File: src/rtl/digit_entry_pkg.sv
// -----------------------------------------------------------------------------
// digit_entry_pkg
//   Shared definitions for the four-digit BCD entry block:
//     NUM_DIGITS / BCD_MAX  - display geometry and BCD range
//     SEL_W                 - width of the cursor index
//     bcd_t                 - one BCD digit
//     action_t              - decoded user action, one per clock at most
//     bcd_inc / bcd_dec     - wrapping BCD step helpers
// -----------------------------------------------------------------------------
package digit_entry_pkg;

    localparam int NUM_DIGITS = 4;
    localparam int BCD_MAX    = 9;
    localparam int SEL_W      = $clog2(NUM_DIGITS);

    typedef logic [3:0] bcd_t;

    typedef enum logic [2:0] {
        NONE,
        CLR,
        SEL,
        UP,
        DOWN
    } action_t;

    // Step up with 9 -> 0 wrap. Any out-of-range input also lands on 0, so a
    // digit register can never be pushed into 10..15.
    function automatic bcd_t bcd_inc(input bcd_t d);
        bcd_t r;
        if (d >= bcd_t'(BCD_MAX)) begin
            r = '0;
        end else begin
            r = d + 4'd1;
        end
        return r;
    endfunction

    // Step down with 0 -> 9 wrap; out-of-range input recovers to 9.
    function automatic bcd_t bcd_dec(input bcd_t d);
        bcd_t r;
        if ((d == 4'd0) || (d > bcd_t'(BCD_MAX))) begin
            r = bcd_t'(BCD_MAX);
        end else begin
            r = d - 4'd1;
        end
        return r;
    endfunction

endpackage

File: src/rtl/digit_entry_debounce.sv
// -----------------------------------------------------------------------------
// debounce
//   Conditions one raw asynchronous push button into a single-cycle press
//   pulse.
//     clk      - system clock
//     rst      - asynchronous active-high reset
//     i_btn    - raw button level (asynchronous)
//     o_pulse  - one-cycle pulse on each accepted 0->1 transition
//
//   Pipeline: 2-flop synchronizer -> stability counter -> accepted level ->
//   registered rising-edge detect. A clean press that is raw-high from edge N
//   gives o_pulse high after edge N+DEBOUNCE_CYCLES+2.
//   DEBOUNCE_CYCLES must be at least 2.
// -----------------------------------------------------------------------------
module debounce #(
    parameter int DEBOUNCE_CYCLES = 16
) (
    input  logic clk,
    input  logic rst,
    input  logic i_btn,
    output logic o_pulse
);

    localparam int CNT_W = $clog2(DEBOUNCE_CYCLES + 1);
    localparam logic [CNT_W-1:0] CNT_TARGET = CNT_W'(DEBOUNCE_CYCLES);

    logic             r_sync1;
    logic             r_sync2;
    logic             r_level;
    logic             r_level_d;
    logic             r_pulse;
    logic [CNT_W-1:0] r_cnt;

    logic [CNT_W-1:0] w_cnt_inc;

    assign w_cnt_inc = r_cnt + 1'b1;

    always_ff @(posedge clk or posedge rst) begin
        if (rst) begin
            r_sync1   <= 1'b0;
            r_sync2   <= 1'b0;
            r_level   <= 1'b0;
            r_level_d <= 1'b0;
            r_pulse   <= 1'b0;
            r_cnt     <= '0;
        end else begin
            r_sync1 <= i_btn;
            r_sync2 <= r_sync1;

            // The counter only runs while the synchronized input disagrees
            // with the accepted level; any agreeing cycle restarts it, so a
            // glitch has to persist for the whole window to be accepted.
            if (r_sync2 == r_level) begin
                r_cnt <= '0;
            end else if (w_cnt_inc == CNT_TARGET) begin
                r_cnt   <= '0;
                r_level <= ~r_level;
            end else begin
                r_cnt <= w_cnt_inc;
            end

            r_level_d <= r_level;
            // Rising edge of the accepted level only: holds and releases
            // produce nothing.
            r_pulse   <= r_level & ~r_level_d;
        end
    end

    assign o_pulse = r_pulse;

endmodule

File: src/rtl/digit_entry.sv
// -----------------------------------------------------------------------------
// digit_entry
//   Four-digit BCD entry controller driven by four push buttons.
//     clk, rst                  - clock, asynchronous active-high reset
//     btn_up / btn_down         - step the selected digit (wrapping 0..9)
//     btn_sel                   - advance the cursor 0->1->2->3->0
//     btn_clr                   - zero all digits and the cursor
//     digit_1..digit_4          - BCD digits, digit_1 leftmost
//     sel                       - cursor index (0 = digit_1)
//     blink_mask                - one-hot cursor, bit0 = digit_1
//     changed                   - one-cycle pulse when new digit/sel
//                                 values first appear on the outputs
//
//   Every button is debounced into a press pulse. At most one action runs per
//   clock, chosen with priority clr > sel > up > down; losing pulses in the
//   same cycle are dropped. All outputs come straight from flops.
// -----------------------------------------------------------------------------
module digit_entry
    import digit_entry_pkg::*;
#(
    parameter int DEBOUNCE_CYCLES = 16
) (
    input  logic       clk,
    input  logic       rst,
    input  logic       btn_up,
    input  logic       btn_down,
    input  logic       btn_sel,
    input  logic       btn_clr,
    output logic [3:0] digit_1,
    output logic [3:0] digit_2,
    output logic [3:0] digit_3,
    output logic [3:0] digit_4,
    output logic [1:0] sel,
    output logic [3:0] blink_mask,
    output logic       changed
);

    // ------------------------------------------------------------------
    // Button conditioning
    // ------------------------------------------------------------------
    logic w_pulse_up;
    logic w_pulse_down;
    logic w_pulse_sel;
    logic w_pulse_clr;

    debounce #(.DEBOUNCE_CYCLES(DEBOUNCE_CYCLES)) u_db_up (
        .clk     (clk),
        .rst     (rst),
        .i_btn   (btn_up),
        .o_pulse (w_pulse_up)
    );

    debounce #(.DEBOUNCE_CYCLES(DEBOUNCE_CYCLES)) u_db_down (
        .clk     (clk),
        .rst     (rst),
        .i_btn   (btn_down),
        .o_pulse (w_pulse_down)
    );

    debounce #(.DEBOUNCE_CYCLES(DEBOUNCE_CYCLES)) u_db_sel (
        .clk     (clk),
        .rst     (rst),
        .i_btn   (btn_sel),
        .o_pulse (w_pulse_sel)
    );

    debounce #(.DEBOUNCE_CYCLES(DEBOUNCE_CYCLES)) u_db_clr (
        .clk     (clk),
        .rst     (rst),
        .i_btn   (btn_clr),
        .o_pulse (w_pulse_clr)
    );

    // ------------------------------------------------------------------
    // Priority encoder
    // ------------------------------------------------------------------
    action_t w_action;

    always_comb begin
        w_action = NONE;
        if (w_pulse_clr) begin
            w_action = CLR;
        end else if (w_pulse_sel) begin
            w_action = SEL;
        end else if (w_pulse_up) begin
            w_action = UP;
        end else if (w_pulse_down) begin
            w_action = DOWN;
        end
    end

    // ------------------------------------------------------------------
    // Next-state for digits and cursor
    // ------------------------------------------------------------------
    bcd_t             r_digit [NUM_DIGITS];
    logic [SEL_W-1:0] r_sel;
    logic [3:0]       r_mask;
    logic             r_changed;

    bcd_t             w_digit_nxt [NUM_DIGITS];
    logic [SEL_W-1:0] w_sel_nxt;

    always_comb begin
        w_digit_nxt = r_digit;
        w_sel_nxt   = r_sel;
        unique case (w_action)
            CLR: begin
                for (int i = 0; i < NUM_DIGITS; i++) begin
                    w_digit_nxt[i] = '0;
                end
                w_sel_nxt = '0;
            end
            // Cursor is exactly log2(NUM_DIGITS) bits, so 3 -> 0 is the
            // natural overflow.
            SEL:  w_sel_nxt = r_sel + 1'b1;
            UP:   w_digit_nxt[r_sel] = bcd_inc(r_digit[r_sel]);
            DOWN: w_digit_nxt[r_sel] = bcd_dec(r_digit[r_sel]);
            default: begin
            end
        endcase
    end

    // ------------------------------------------------------------------
    // Output registers
    // ------------------------------------------------------------------
    always_ff @(posedge clk or posedge rst) begin
        if (rst) begin
            for (int i = 0; i < NUM_DIGITS; i++) begin
                r_digit[i] <= '0;
            end
            r_sel     <= '0;
            r_mask    <= 4'b0001;
            r_changed <= 1'b0;
        end else begin
            r_digit   <= w_digit_nxt;
            r_sel     <= w_sel_nxt;
            // Mask is loaded from the same next value as the cursor so the
            // two can never disagree on the outputs.
            r_mask    <= 4'b0001 << w_sel_nxt;
            // Every action alters something (up/down/sel always move a value)
            // and clr pulses even when everything is already zero.
            r_changed <= (w_action != NONE);
        end
    end

    assign digit_1    = r_digit[0];
    assign digit_2    = r_digit[1];
    assign digit_3    = r_digit[2];
    assign digit_4    = r_digit[3];
    assign sel        = r_sel;
    assign blink_mask = r_mask;
    assign changed    = r_changed;

endmodule

File: config.mk
export PLATFORM = sky130hd
export DESIGN_NAME = digit_entry
export DESIGN_NICKNAME = d
export VERILOG_FILES = /design/src/rtl/digit_entry_pkg.sv /design/src/rtl/digit_entry_debounce.sv /design/src/rtl/digit_entry.sv
export SDC_FILE = /design/constraint.sdc
export NUM_CORES = 1
export LEC_CHECK = 0
export BUFFER_PORTS_ARGS = -buffer_cell sky130_fd_sc_hd__buf_2
export CAP_MARGIN = 40
export CORE_MARGIN = 2
export CORE_UTILIZATION = 25
export CTS_BUF_LIST = sky130_fd_sc_hd__clkbuf_8 sky130_fd_sc_hd__clkbuf_16
export DETAILED_ROUTE_END_ITERATION = 16
export HOLD_SLACK_MARGIN = 0.06
export PLACE_DENSITY = 0.5
export SLEW_MARGIN = 5
export SYNTH_ARGS = -nofsm -noshare
export SYNTH_HDL_FRONTEND = slang
export SYNTH_HIERARCHICAL = 1
export SYNTH_SLANG_ARGS = --single-unit
File: constraint.sdc
create_clock -name clk -period 2.45 [get_ports clk]
set_input_delay 0.1225 -clock clk [delete_from_list [all_inputs] [get_ports clk]]
set_output_delay 0.1225 -clock clk [all_outputs]
set_load 0.01 [all_outputs]
# Word level (Yosys, flattened, before mapping)
# Index checks and enable logic that the tools add are counted.
# totals
ff_bits	63
wordCells	106
input_bits	6
out_inout_bits	23
# classes
n_lt_le_gt_ge	4
n_reduce_logical	9
n_mux	25
n_addsub	7
n_bitwise	17
shift	1
eq_ne	12
# op_table
operator	count
$pmux 16 s3	1
$mux 5	8
$bwmux 16	2
$mux 4	7
$add 5x1->5 const B	4
$eq 5x5->1 const B	4
$mux 3	4
$not 1->1	12
$bmux 4 s2	1
$demux 4 s2	1
$reduce_and 2->1	4
$eq 3x2->1 const B	2
$reduce_bool 3->1	2
$add 4x1->4 const B	1
$and 1x1->1	4
$eq 1x1->1	4
$ge 4x4->1 const B	1
$gt 4x4->1 const B	1
$logic_not 4->1	1
$pmux 2 s2	1
$shl 1x2->4 const A	1
$sub 4x1->4 const B	1
$eq 3x1->1 const B	1
$eq 3x3->1 const B	1
other kinds (6)	6

# Logic depth before layout (Yosys ltp)
# logic_depth
word_depth	10
ltp_mapped	10
mapped_depth_nobuf	8

# Modules after synthesis
# Netlist, hierarchy kept.
# modules_own_cells
mod	cells_each	n_inst	area_each_um2	seq_area_each_um2
debounce	32	4	401.6	250.2
digit_entry	161	1	1445.1	576.8

# Least setup slack after synthesis
# OpenSTA, ideal clock, no wires.
# synth_timing
path_type	flip-flop to flip-flop
startpoint	register r_sel[0] (netlist: sel[0])
endpoint	register r_digit, in the netlist digit_3[3]
path_stages_with_launch	9
setup_time_ns	0.128
required_time_ns	2.322
path_slack_ns	-0.016
path_buffers	1
arrival_ns	2.338
synth_period_minus_slack_ns	2.466
cell_sequence	dfrtp_1 > buf_6 > mux4_1 > inv_1 > ha_1 > nor2_1 > or4_4 > a21oi_1 > o31ai_1
# synth_between
elab_chain_cells	10
word_cells_on_any_way	22
cone_classes	2 x add/sub; 4 x order compare; 12 x mux; 1 x bitwise; 3 x reduce/logical
# synth_lines
element	line	source
from (decl)	digit_entry.sv:96	logic [SEL_W-1:0] r_sel;
from (signal assigned)	digit_entry.sv:136	r_sel <= w_sel_nxt;
$not 2->3 (implied by the code) (*)	digit_entry.sv:116, digit_entry.sv:117	
$bmux 4 s2	digit_entry.sv:116, digit_entry.sv:117	
$mux 4 (implied by the code) (2 in a row)	digit_entry.sv:116, digit_entry.sv:117	
$gt 4x4->1 or $logic_not 4->1 (tied branches)	digit_entry_pkg.sv:41	if ((d == 4'd0) || (d > bcd_t'(BCD_MAX))) begin
$logic_or 1x1->1	digit_entry_pkg.sv:41	
$mux 4	digit_entry_pkg.sv:41	
$mux 4	digit_entry.sv:106	unique case (w_action)
$bwmux 16	digit_entry.sv:117	DOWN: w_digit_nxt[r_sel] = bcd_dec(r_digit[r_sel]);
$pmux 16 s3 (*)	digit_entry.sv:106	
to (signal assigned)	digit_entry.sv:135	r_digit <= w_digit_nxt;
to (decl)	digit_entry.sv:95	bcd_t r_digit [NUM_DIGITS];
# Every way passes the cells marked *; elsewhere a longest branch is shown, timed or not. The select of a mux whose other input is x is not followed.
# A chain may end at the register's enable or synchronous reset.

# Final worst setup path
# Ends and elaborated chain as after synthesis.

==> metrics <==
Post-synth ARST share 100%; Setup Skew around 5.7 ps; PD cells 649 nW/um^2; CP max-delay cell mux4_2; worst reg2reg endpoint digit_3[3]$_DFFE_PP0P_; Top delay family on crit path multiplexers; FF-to-FF Start sel[0]$_DFF_PP0_; Max H-tree Level 3; CTS tree yes; Vias/cell between 4 and 5; post-route minimum period between 2000 and 2500 ps; Final nets ~360; Slew @ Worst Pin around 480 ps; Reg2Reg Depth 8; clk_lat worst skew approximately 330 ps; Critical Path Sink digit_3[3]$_DFFE_PP0P_; arrival time worst endpoint 2550 ps; Place WS around 71 ps; grt ovf 0; worst-path maximum fanout 6; max-slew violation count 0; share of cells above drive strength 1 between 20% and 30%; Crit Path Class flop to flop; synthesized cell area 3050 sq um; Final Non-Filler Cells 491; Die W 114 um; initial detailed-routing violation count 204; Finished Core Util between 30% and 40%; Worst EP required 2680 ps; post-route worst setup slack 138 ps; outcome finished, final reports clean; leakage roughly 1.7 nW; area of the core around 12000 sq um; first-pass GRT wire length roughly 12000 um; highest clock rate approximately 430 MHz; Most used DFF post-synth dfrtp_1; Final Hold Fails 0; CTS buffer count 9; number of max-cap violations 0; vias in the first global route about 2.3k; CP peak stage delay about 590 ps; initial antenna violation count 0; WL final ~7000 um; clock sink count 63; Mapped Cells ~290; GPL Wtd Cong 0.866; buffers and inverters on the worst path 1; CP Launch Point sel[0]$_DFF_PP0_; DR WL/cell 14.4 um; largest net degree at the start of global routing 15; # DRC 0; R2R Setup Slk about 140 ps; CTS clk-pin slew, worst paths about 60 ps; crit path launch type flop; ANT nets after route 0; slew margin rel. around two thirds; crit path cell chain mux4_2 > inv_1 > ha_4 > nand2b_1 > or3b_1 > a21oi_4 > o22ai_1 > o31ai_1; detailed-route via count between 2k and 2.5k; Critical Path Sink Type flop; I/O Buffers 28; # diodes 0; die height approximately 110 um; count of cell types in the netlist just over 40; Period Utilization, post-route a little over nine tenths; Area growth syn-to-layout 24.8%; Placed Cells ~470; Avg Cell Area, Syn 10.6 sq um; number of synthesized flops with an enable pin 0; syn_nets ~310; Top Ports 29; FP Rows 40; Setup Viol. Count Final 0; Pre-antenna DRT Iters 4; Final Hold Slack ~350 ps; CTS Root Cell clkbuf_16; dpl hpwl between 5000 and 6000 um; Levels on crit path 8; sequential share of the synthesized area about 52%; All-Layer GR Usage between 10 and 15%; CTS Buffer Depth 2; Syn. warnings 6; Hold Crit Class primary input to asynchronous set/reset pin; #FFs+latches synth between 60 and 70; worst vdd ir approximately 0.00041 V; die area around 13000 sq um; Starting Density about a quarter
## per-layer routing
layer  wire, um  GRT usage, %  vias to the layer above  share of wire, %
met4         99          5.85                        0               1.4
met3        427          4.13                        8               6.0
met1       3070          13.7                     1143                43
met5          0             0                        -                 0
met2       3500          18.3                       82                49
li1           -             -                     1115                 -
## power breakdown
group	switching, mW	internal (mW)	leakage (nW)
clock network	0.476	0.819	0.145
registers	0.0263	1.06	0.848
logic	0.0480	0.0364	0.725
## area by class of cell
class,count,area [sq um]
fillers,1236,8150
clock buffers,10,239
inverters,15,56.3
flip-flops and latches,63,1580
clock inverters,6,67.6
well taps,147,184
multi-input cells,207,1410
repair buffers,43,273
## flip-flops by register name, summed over array words and instances (netlist names), 2 cells and up
name / cells
u_db_clr/r_cnt: 5
digit_4: 4
digit_3: 4
sel: 2
blink_mask: 4
digit_1: 4
u_db_up/r_cnt: 5
u_db_down/r_cnt: 5
digit_2: 4
u_db_sel/r_cnt: 5
## cells by family (layout without fill, tap and decap cells)
kind of cell,count (synthesis),count (layout),share of synthesized area [%]
compound gates,71,71,13.9
xor+xnor,13,13,3.73
fa+ha+maj,11,11,4.51
buf+inv,19,74,2.83
flops,63,63,51.7
mux,10,10,5.70
simple gates,102,102,17.6
## synth_stat cells, drive strengths merged (4+ instances only)
| cell | instances | share of area, % |
|---|---|---|
| a21oi | 26 | 4.5 |
| o21ai | 22 | 3.6 |
| mux2 | 4 | 2.0 |
| mux4 | 4 | 3.1 |
| a32oi | 5 | 1.4 |
| ha | 11 | 4.5 |
| nand4 | 4 | 0.82 |
| nand2 | 14 | 1.7 |
| a31oi | 6 | 1.2 |
| nor2 | 40 | 5.2 |
| nor3 | 10 | 1.6 |
| xnor2 | 13 | 3.7 |
| o22ai | 4 | 0.82 |
| nor2b | 16 | 4.3 |
| and2 | 5 | 1.0 |
| nand3 | 4 | 0.66 |
| inv | 15 | 1.8 |
| dfrtp | 62 | 51 |
## worst min-delay path by stage
stage | cells after the start | slack (ps) | start | to
finish | 3 | 350 | rst | u_db_up/r_level$_DFFE_PP0P_
global route | 0 | 360 | u_db_sel/r_sync1$_DFF_PP0_ | u_db_sel/r_sync2$_DFF_PP0_
CTS | 0 | 350 | u_db_down/r_sync1$_DFF_PP0_ | u_db_down/r_sync2$_DFF_PP0_
detailed placement | 2 | 180 | rst | u_db_up/r_sync1$_DFF_PP0_
global placement | 2 | 170 | rst | u_db_up/r_sync1$_DFF_PP0_
floorplan | 1 | -40 | rst | u_db_clr/o_pulse$_DFF_PP0_
## worst reg2reg max path, cell delays in order (launching register included)
cell      delay, ps
dfrtp_1         400
mux4_2          590
inv_1           130
ha_4            180
nand2b_1        100
or3b_1          410
a21oi_4         200
o22ai_1         110
o31ai_1          80
## per-stage QoR
| step | total power, mW | area [sq um] | TNS (ps) |
|---|---|---|---|
| finish | 2.47 | 3810 | 0 |
| global placement | 1.18 | 3400 | 0 |
| global route | 2.57 | 3810 | -16.9 |
| CTS | 2.51 | 3770 | 0 |
| detailed placement | 1.19 | 3420 | 0 |
| floorplan | 1.16 | 3050 | 0 |
## repair_timing
action	CTS	global route
setup endpoints to repair	0	13
hold endpoints to repair	53	0
hold buffers	5	0
buffers inserted	0	2
gates resized for setup	0	4
## cells in the final DEF (no fill, tap or decap), types with 5 or more instances in the layout
cell type,n
nor2b_1,12
clkbuf_16,9
nand2_1,14
dfrtp_1,62
nor3_1,10
buf_2,28
o21ai_0,18
ha_1,10
a21oi_1,24
inv_1,15
buf_4,9
dlygate4sd3_1,5
a32oi_1,5
xnor2_1,13
nor2_1,36
a31oi_1,6
(Power assumes the default switching activity.)
